## src/rtl/hazard_stall_ctrl.sv

```systemverilog
// Pipeline sequencing controller for the 5-stage LEGv8 core: load-use stalls,
// taken-branch flushes, data-memory freeze with sticky timeout, and statistics counters.
module hazard_stall_ctrl #(
    parameter int CNT_W    = 32,
    parameter int MAX_WAIT = 16,
    parameter int WAIT_W   = 8
) (
    input  logic             CLK,
    input  logic             Reset,
    input  logic [31:0]      ID_Instr,
    input  logic             EX_MemRead,
    input  logic [4:0]       EX_Rd,
    input  logic             MEM_Access,
    input  logic             DMemReady,
    input  logic             MEM_BranchTaken,
    output logic             PCWrite,
    output logic             IFID_Write,
    output logic             IFID_Flush,
    output logic             IDEX_Bubble,
    output logic             EXMEM_Flush,
    output logic             PipeFreeze,
    output logic             MemTimeout,
    output logic [CNT_W-1:0] StallCycles,
    output logic [CNT_W-1:0] FlushCount,
    output logic [1:0]       o_dbg_state
);

    typedef enum logic [1:0] {
        ST_RUN     = 2'd0,
        ST_FREEZE  = 2'd1,
        ST_TIMEOUT = 2'd2
    } state_t;

    state_t            r_state;
    logic [WAIT_W-1:0] r_wait_cnt;
    logic              r_mem_timeout;
    logic [CNT_W-1:0]  r_stall_cnt;
    logic [CNT_W-1:0]  r_flush_cnt;

    logic [10:0] w_op;
    logic [4:0]  w_rn;
    logic [4:0]  w_rm;
    logic [4:0]  w_rt;
    logic        w_reads_rn;
    logic        w_reads_rm;
    logic        w_reads_rt;
    logic        w_loaduse;
    logic        w_freeze;
    logic        w_branch;
    logic        w_lu_stall;

    assign w_op = ID_Instr[31:21];
    assign w_rn = ID_Instr[9:5];
    assign w_rm = ID_Instr[20:16];
    assign w_rt = ID_Instr[4:0];

    // Which register fields the IF/ID instruction actually reads; decode order matters.
    always_comb begin
        w_reads_rn = 1'b1;
        w_reads_rm = 1'b1;
        w_reads_rt = 1'b0;
        if (ID_Instr[31:24] == 8'b10110100 || ID_Instr[31:24] == 8'b10110101) begin
            w_reads_rn = 1'b0;
            w_reads_rm = 1'b0;
            w_reads_rt = 1'b1;
        end else if (ID_Instr[31:26] == 6'b000101 || ID_Instr[31:26] == 6'b100101) begin
            w_reads_rn = 1'b0;
            w_reads_rm = 1'b0;
        end else if (w_op == 11'b11111000000) begin
            w_reads_rm = 1'b0;
            w_reads_rt = 1'b1;
        end else if (w_op == 11'b11111000010 || w_op == 11'b11010011011) begin
            w_reads_rm = 1'b0;
        end else if (ID_Instr[31:22] == 10'b1001000100 || ID_Instr[31:22] == 10'b1101000100 ||
                     ID_Instr[31:22] == 10'b1001001000 || ID_Instr[31:22] == 10'b1011001000) begin
            w_reads_rm = 1'b0;
        end
    end

    // EX_Rd != 31 already excludes XZR matches on every source field.
    assign w_loaduse = EX_MemRead && (EX_Rd != 5'd31) &&
                       ((w_reads_rn && (w_rn == EX_Rd)) ||
                        (w_reads_rm && (w_rm == EX_Rd)) ||
                        (w_reads_rt && (w_rt == EX_Rd)));

    assign w_freeze = ((r_state == ST_RUN) && MEM_Access && !DMemReady) ||
                      ((r_state == ST_FREEZE) && !DMemReady) ||
                      (r_state == ST_TIMEOUT);

    assign w_branch   = !w_freeze && MEM_BranchTaken;
    assign w_lu_stall = !w_freeze && !MEM_BranchTaken && w_loaduse;

    always_comb begin
        PCWrite     = 1'b1;
        IFID_Write  = 1'b1;
        IFID_Flush  = 1'b0;
        IDEX_Bubble = 1'b0;
        EXMEM_Flush = 1'b0;
        PipeFreeze  = 1'b0;
        if (Reset) begin
            PCWrite     = 1'b0;
            IFID_Write  = 1'b0;
            IFID_Flush  = 1'b1;
            IDEX_Bubble = 1'b1;
            EXMEM_Flush = 1'b1;
        end else if (w_freeze) begin
            PCWrite    = 1'b0;
            IFID_Write = 1'b0;
            PipeFreeze = 1'b1;
        end else if (w_branch) begin
            IFID_Flush  = 1'b1;
            IDEX_Bubble = 1'b1;
            EXMEM_Flush = 1'b1;
        end else if (w_lu_stall) begin
            PCWrite     = 1'b0;
            IFID_Write  = 1'b0;
            IDEX_Bubble = 1'b1;
        end
    end

    always_ff @(posedge CLK) begin
        if (Reset) begin
            r_state       <= ST_RUN;
            r_wait_cnt    <= '0;
            r_mem_timeout <= 1'b0;
            r_stall_cnt   <= '0;
            r_flush_cnt   <= '0;
        end else begin
            case (r_state)
                ST_RUN: begin
                    if (MEM_Access && !DMemReady) begin
                        r_state    <= ST_FREEZE;
                        r_wait_cnt <= WAIT_W'(1);
                    end
                end
                ST_FREEZE: begin
                    if (DMemReady) begin
                        r_state    <= ST_RUN;
                        r_wait_cnt <= '0;
                    end else if (r_wait_cnt == WAIT_W'(MAX_WAIT)) begin
                        r_state       <= ST_TIMEOUT;
                        r_mem_timeout <= 1'b1;
                    end else begin
                        r_wait_cnt <= r_wait_cnt + WAIT_W'(1);
                    end
                end
                ST_TIMEOUT: r_state <= ST_TIMEOUT;
                default:    r_state <= ST_RUN;
            endcase
            if ((w_freeze || w_lu_stall) && (r_stall_cnt != {CNT_W{1'b1}}))
                r_stall_cnt <= r_stall_cnt + CNT_W'(1);
            if (w_branch && (r_flush_cnt != {CNT_W{1'b1}}))
                r_flush_cnt <= r_flush_cnt + CNT_W'(1);
        end
    end

    assign MemTimeout  = r_mem_timeout;
    assign StallCycles = r_stall_cnt;
    assign FlushCount  = r_flush_cnt;
    assign o_dbg_state = r_state;

endmodule

```

## config.mk

```make
export PLATFORM = sky130hd
export DESIGN_NAME = hazard_stall_ctrl
export DESIGN_NICKNAME = d
export VERILOG_FILES = /design/src/rtl/hazard_stall_ctrl.sv
export SDC_FILE = /design/constraint.sdc
export NUM_CORES = 1
export LEC_CHECK = 0
export CAP_MARGIN = 20
export CORE_UTILIZATION = 35
export DETAILED_ROUTE_END_ITERATION = 10
export GPL_TIMING_DRIVEN = 0
export PLACE_DENSITY = 0.6
export SYNTH_ARGS = -nofsm -noshare
export SYNTH_HDL_FRONTEND = slang
export SYNTH_SLANG_ARGS = --single-unit
```

## constraint.sdc

```tcl
create_clock -name CLK -period 3.8 [get_ports CLK]
set_clock_uncertainty 0.1 [all_clocks]
set_input_delay 0.38 -clock CLK [delete_from_list [all_inputs] [get_ports CLK]]
set_output_delay 0.38 -clock CLK [all_outputs]
set_load 0.02 [all_outputs]
```

==> results of run 1 <==
synthesized netlist by cell type (2+ instances only):
cell / number / area share
and3_1: 10 / 0.016
nand2b_1: 2 / 0.0031
nor3b_1: 2 / 0.0037
xor2_1: 20 / 0.044
nor4bb_1: 3 / 0.0075
mux2_2: 5 / 0.014
o31a_1: 2 / 0.0044
and4_1: 7 / 0.015
nor3_1: 20 / 0.025
o2111ai_1: 2 / 0.0044
or3_1: 22 / 0.034
xnor2_1: 28 / 0.061
o31ai_1: 11 / 0.021
nor4_1: 7 / 0.011
nor4b_1: 2 / 0.0044
buf_2: 2 / 0.0025
a21oi_1: 37 / 0.046
or4_1: 11 / 0.021
o21ba_2: 2 / 0.0050
inv_1: 18 / 0.017
ha_1: 4 / 0.012
nor2_1: 63 / 0.059
nand2_1: 27 / 0.025
and2_1: 4 / 0.0062
a21o_1: 2 / 0.0037
nand3_1: 24 / 0.030
buf_1: 4 / 0.0037
nor2b_1: 8 / 0.012
dfxtp_1: 75 / 0.37
o21ai_0: 21 / 0.026
nand4_1: 20 / 0.031
clkbuf_1: 15 / 0.014
buf_4: 2 / 0.0037
sequential cells by signal, summed over array words and instances, names as in the netlist:
signal       flops
FlushCount      32
r_wait_cnt       8
o_dbg_state      2
StallCycles     32
MemTimeout       1
logic make-up after synthesis:
logic type               Yosys count
flip-flops                        75
multiplexers                       6
buffers and inverters             41
XOR/XNOR                          48
AND/OR/NAND/NOR                  239
AO/OA/AOI/OAI                     88
adder cells (fa/ha/maj)            4
worst min-delay path by stage:
stage,from,endpoint,cells after the start
after CTS,MemTimeout$_SDFFE_PP0P_,MemTimeout$_SDFFE_PP0P_,2
after global routing,MemTimeout$_SDFFE_PP0P_,MemTimeout$_SDFFE_PP0P_,2
after floorplan,r_wait_cnt[7]$_SDFFE_PP0P_,r_wait_cnt[7]$_SDFFE_PP0P_,2
after detailed placement,MemTimeout$_SDFFE_PP0P_,MemTimeout$_SDFFE_PP0P_,2
after global placement,MemTimeout$_SDFFE_PP0P_,MemTimeout$_SDFFE_PP0P_,2
final,MemTimeout$_SDFFE_PP0P_,MemTimeout$_SDFFE_PP0P_,2
power by group through the flow:
stage / Sequential [uW] / Combinational, uW / Clock (uW)
after floorplan: 820 / 78.5 / 0
after global placement: 816 / 171 / 0
after detailed placement: 817 / 173 / 0
after CTS: 799 / 174 / 867
after global routing: 800 / 189 / 904
final: 799 / 172 / 846
worst max-delay path, cell delays in order, from the launching register on:
cell	delay [ns]
dfxtp_1	0.46
and4_1	0.29
nand3_1	0.27
nor4_2	0.55
a21oi_1	0.13
a21bo_2	0.25
clkbuf_1	0.37
clkbuf_1	0.51
o21ai_0	0.22
a21oi_1	0.17
through the flow:
step	cells	area (sq um)	worst slack, ns	total power [uW]	utilization
2_1_floorplan	501	4030	0.921	898	-
3_3_place_gp	750	5290	0.303	987	0.480
3_5_place_dp	750	5290	0.279	990	0.480
4_1_cts	765	5590	0.213	1840	0.507
5_1_grt	765	5590	0.130	1890	0.507
6_report	765	5590	0.391	1820	0.507
layout make-up:
type / count / area share
clock inverter: 2 / 0.00626
timing repair buffer: 109 / 0.195
clock buffer: 13 / 0.0465
sequential: 75 / 0.268
inverter: 18 / 0.0121
buffer: 23 / 0.0172
multi-input combinational: 385 / 0.423
tap: 140 / 0.0313
metal layers:
layer / track usage / share of wire / vias up
met3: 0.0460 / 0.064 / 12
met5: 0 / 0 / -
met1: 0.249 / 0.45 / 1887
met2: 0.319 / 0.47 / 139
met4: 0.0552 / 0.012 / 0
li1: - / - / 2054
==> summary.md, run 1 <==
| Metric | Value |
|---|---|
| Seq. cell area | roughly 1500 sq um |
| P_sw | 405 uW |
| DP Wirelength | 8.33 mm |
| Reg2reg end | StallCycles[3]$_SDFFE_PP0P_ |
| DR DRC count | 0 |
| PD cells | 325 nW/um^2 |
| Post-Syn Area | just over 4000 sq um |
| Ys flop type | dfxtp_1 |
| Worst Max-Slew Pin Slew | 0.644 ns |
| 1st-pass router iterations | 5 |
| Crit. End Element | flop |
| Synth Area in XOR/XNOR | 0.104 |
| Antenna violations before repair | 0 |
| Number of diodes | 0 |
| FMAX | 0.293 GHz |
| Critical path data required time | 3.94 ns |
| Clock Tree Root | clkbuf_16 |
| First-pass GRT wire length | 18.1 mm |
| Adder-cell share of the synthesized area | 0.0124 |
| HP Class | reg -> reg |
| Multi-input combinational cell area | 2370 sq um |
| Clock latency at the later pin of the worst-skew pair | 0.32 ns |
| Io pins | 116 |
| Chip width | 109 um |
| Comb power frac | 0.094 |
| Startpoint Class | flop |
| DRT Wirelength | 11.0 mm |
| Synthesis-stage register bit count | 75 |
| Slew HR | 0.569 |
| Vias | between 4,000 and 5,000 |
| Post-detailed-route wirelength per cell | 14.4 um |
| Most common cell after layout, fill and taps aside | clkdlybuf4s50_1 |
| Reg2Reg Setup Slack | between 0.3 and 0.4 ns |
| Clock Pin Slew Worst Setup and Hold Paths | 0.06 ns |
| EDFF count, synth | 0 |
| Die ar. | 11,900 sq um |
| Post-CTS setup repair buffer count | 0 |
| Largest family of logic cells by synthesized area | simple AND/OR/NAND/NOR gates |
| Total CTS buffers | 9 |
| Synthesized area per cell | 8.04 sq um |
| WP data arrival | 3.55 ns |
| Setup violators final | 0 |
| Hold_ws | 0.356 ns |
| Crit path from | StallCycles[2]$_SDFFE_PP0P_ |
| Post-layout min period | 3.41 ns |
| Switching share of power | 0.223 |
| Final-report max-slew violation count | 0 |
| Total gr overflow | 0 |
| Global Route Usage Sum | 0.193 |
| Initial detailed-routing violation count | 215 |
| Mapped Nets | 548 |
| CTS tree | built |
| Post-synthesis async set-or-reset flop share | 0 |
| Max Cap Violations | 0 |
| RSZ-0062 raised after global routing | no |
| Clk sinks | 75 |
| Commonest non-fill, non-tap cells in the layout | clkdlybuf4s50_1, dfxtp_1, nor2_1 |
| Die Y | ~110 um |
| Share of power burned in registers | 0.440 |
| I/O Buffers | 109 |
| CTS-repair resized insts | 0 |
| Crit-path max FO | 10 |
| Ys Warns | 0 |
| P&R area growth vs syn | 38.9% |
| Num rows | 38 |
| Worst VDD drop | 0.232 mV |
| Worst r2r src | StallCycles[2]$_SDFFE_PP0P_ |
| Mux cell area share after synthesis | 0.0165 |
| Internal power | 1410 uW |
| Cts hold-fix bufs | 0 |
| Register area share after synthesis | 0.373 |
| Clock power frac | 0.466 |
| Status | completed |
| Final ANT Viol Nets | 0 |
| Tcrit/Tclk final | 0.897 |
| Setup TNS | 0 ns |
| Clock buffer depth | 2 |
| Initial core utilization | 0.365 |
| Setup CP Type | reg -> reg |
| Final net count | 668 |
| Post-synth cell types | between 50 and 60 |
| Critical path endpoint | StallCycles[3]$_SDFFE_PP0P_ |
| Vias per cell | 5.35 |
| Simple-gate share of the synthesized area | 0.321 |
| Final Hold Fails | 0 |
| Vias in the first global route | 3,825 |
| R2R cell count | 9 |
| Synth Area in Compound Gates | 0.132 |
| Placer congestion estimate | 0.819 |
| Filler Cells Inserted | 1,078 |
| Gate Count Post-Synth | about 500 |
| H-tree Lvls | 3 |
| Leakage | 0.00178 uW |
| Share of post-route cells with drive strength above 1 | 0.0480 |
| Core area | approximately 11,000 sq um |
| Largest net degree at the start of global routing | 12 |
(Power assumes the default switching activity.)
==> run 2, diff against run 1 <==
Settings changed: CORE_UTILIZATION 35 to 48, PLACE_DENSITY 0.6 to 0.79.
==> run 2 against run 1 <==
Compared with the run above:
- clock power fell by 15%
- non-clock buffer count stayed put
- clock-buffer cell count did not move
- critical endpoint is now StallCycles[17]$_SDFFE_PP0P_
- largest cell class unchanged
==> summary.md, run 2 (synthesis gave the netlist of run 1 again) <==
| Metric | Value |
|---|---|
| Final-report max-slew violation count | 0 |
| DRT Wirelength | 10.5 mm |
| Num rows | 33 |
| DP Wirelength | 7.82 mm |
| Chip width | between 90 and 100 um |
| Crit-path max FO | 10 |
| HP Start | MemTimeout$_SDFFE_PP0P_ |
| Vias in the first global route | 3,807 |
| DR DRC count | 0 |
| Io pins | 116 |
| Clock Tree Root | clkbuf_8 |
| Die Y | between 90 and 100 um |
| Crit path from | StallCycles[8]$_SDFFE_PP0P_ |
| PD cells | 307 nW/um^2 |
| Crit. End Element | flop |
| Placed Area | 5250 sq um |
| Total gr overflow | 0 |
| P&R area growth vs syn | 36.3% |
| CTS tree | built |
| Share of post-route cells with drive strength above 1 | 0.0495 |
| Final net count | 668 |
| Leakage | 0.00176 uW |
| Tcrit/Tclk final | 0.931 |
| RSZ-0062 raised after global routing | no |
| Slew HR | 0.488 |
| Commonest non-fill, non-tap cells in the layout | clkdlybuf4s50_1, dfxtp_1, nor2_1 |
| Post-detailed-route wirelength per cell | 14.3 um |
| Number of diodes | 0 |
| H-tree Lvls | 3 |
| CTS-repair resized insts | 0 |
| Clock Pin Slew Worst Setup and Hold Paths | approximately 0.080 ns |
| Placer congestion estimate | 0.864 |
| Vias | 4,166 |
| Setup TNS | 0 ns |
| Layout Utilization | 0.671 |
| CP cell instances | and4_1 > nand3_1 > nor4_1 > a21oi_1 > a21bo_2 > clkbuf_1 > clkbuf_1 > o21ai_0 > a21oi_1 |
| Startpoint Class | flop |
| Initial detailed-routing violation count | 177 |
| R2R cell count | 9 |
| Worst Max-Slew Pin Slew | 0.760 ns |
| Total CTS buffers | 9 |
| Cts hold-fix bufs | 0 |
| 1st-pass router iterations | 5 |
| Core area | 8180 sq um |
| Initial core utilization | 0.493 |
| Most common cell after layout, fill and taps aside | clkdlybuf4s50_1 |
| Tot Pwr | 1690 uW |
| Largest net degree at the start of global routing | 13 |
| Worst VDD drop | 0.156 mV |
| I/O Buffers | 109 |
| Hold depth | 2 |
| Final Hold Fails | 0 |
| Global Route Usage Sum | 0.246 |
| FMAX | between 0.2 and 0.3 GHz |
| Clock latency at the later pin of the worst-skew pair | around 0.35 ns |
| Antenna violations before repair | 0 |
| HP Class | reg -> reg |
| Status | completed |
| Setup CP Type | reg -> reg |
| Clock buffer depth | 2 |
| Max Cap Violations | 0 |
| Post-CTS setup repair buffer count | 0 |
| First-pass GRT wire length | 17.1 mm |
| Post-layout min period | about 3.5 ns |
| Vias per cell | 5.70 |
| Cell area after layout | 5490 sq um |
| Clk sinks | 75 |
| Die ar. | about 9000 sq um |
| WP data arrival | 3.72 ns |
| Worst path slowest cell | nor4_1 |
| Worst r2r src | StallCycles[8]$_SDFFE_PP0P_ |
| Final ANT Viol Nets | 0 |
| Setup violators final | 0 |
| Critical path data required time | between 3 and 4 ns |
| Max incr delay on CP | between 0.7 and 0.8 ns |
## run 2: area by class of cell
cell class / instances / area (sq um)
Tap cell: 105 / 131
Timing Repair Buffer: 109 / 1090
Multi-Input combinational cell: 385 / 2360
Inverter: 18 / 67.6
Clock buffer: 13 / 169
Buffer: 23 / 96.3
Fill cell: 707 / 2690
Clock inverter: 3 / 68.8
Sequential cell: 75 / 1500
## run 2: path summary, 6_finish.rpt
check	end	slack, ns
max	StallCycles[17]$_SDFFE_PP0P_	0.26
min	MemTimeout$_SDFFE_PP0P_	0.35
max reg2reg	StallCycles[17]$_SDFFE_PP0P_	0.26
min reg2reg	MemTimeout$_SDFFE_PP0P_	0.35
## run 2: metal layers
layer | vias up | GRT usage | wire [um]
met3 | 18 | 0.0585 | 681
met5 | - | 0 | 0
met2 | 145 | 0.420 | 4990
li1 | 2046 | - | -
met1 | 1957 | 0.299 | 4620
met4 | 0 | 0.0897 | 187
## run 2: worst max-delay path, delay by kind of cell (launching register included)
| family | cells | cell delay (ns) |
|---|---|---|
| DFF | 1 | 0.47 |
| and+or+nand+nor | 3 | 1.25 |
| AOI/OAI and AO/OA | 4 | 0.76 |
| buffers and inverters | 2 | 0.89 |
## run 2: power breakdown
group	leakage (uW)	switching, uW	internal [uW]
Sequential	0.000605	7.44	791
Clock	0.000120	291	425
Combinational	0.00103	90.7	80.2
## run 2: stage by stage
step | hold WS (ns) | setup WS (ns) | cells
2_1_floorplan | 0.380 | 0.921 | 501
3_3_place_gp | 0.335 | 0.426 | 715
3_5_place_dp | 0.344 | 0.395 | 715
4_1_cts | 0.356 | 0.370 | 731
5_1_grt | 0.381 | 0.145 | 731
6_report | 0.353 | 0.261 | 731
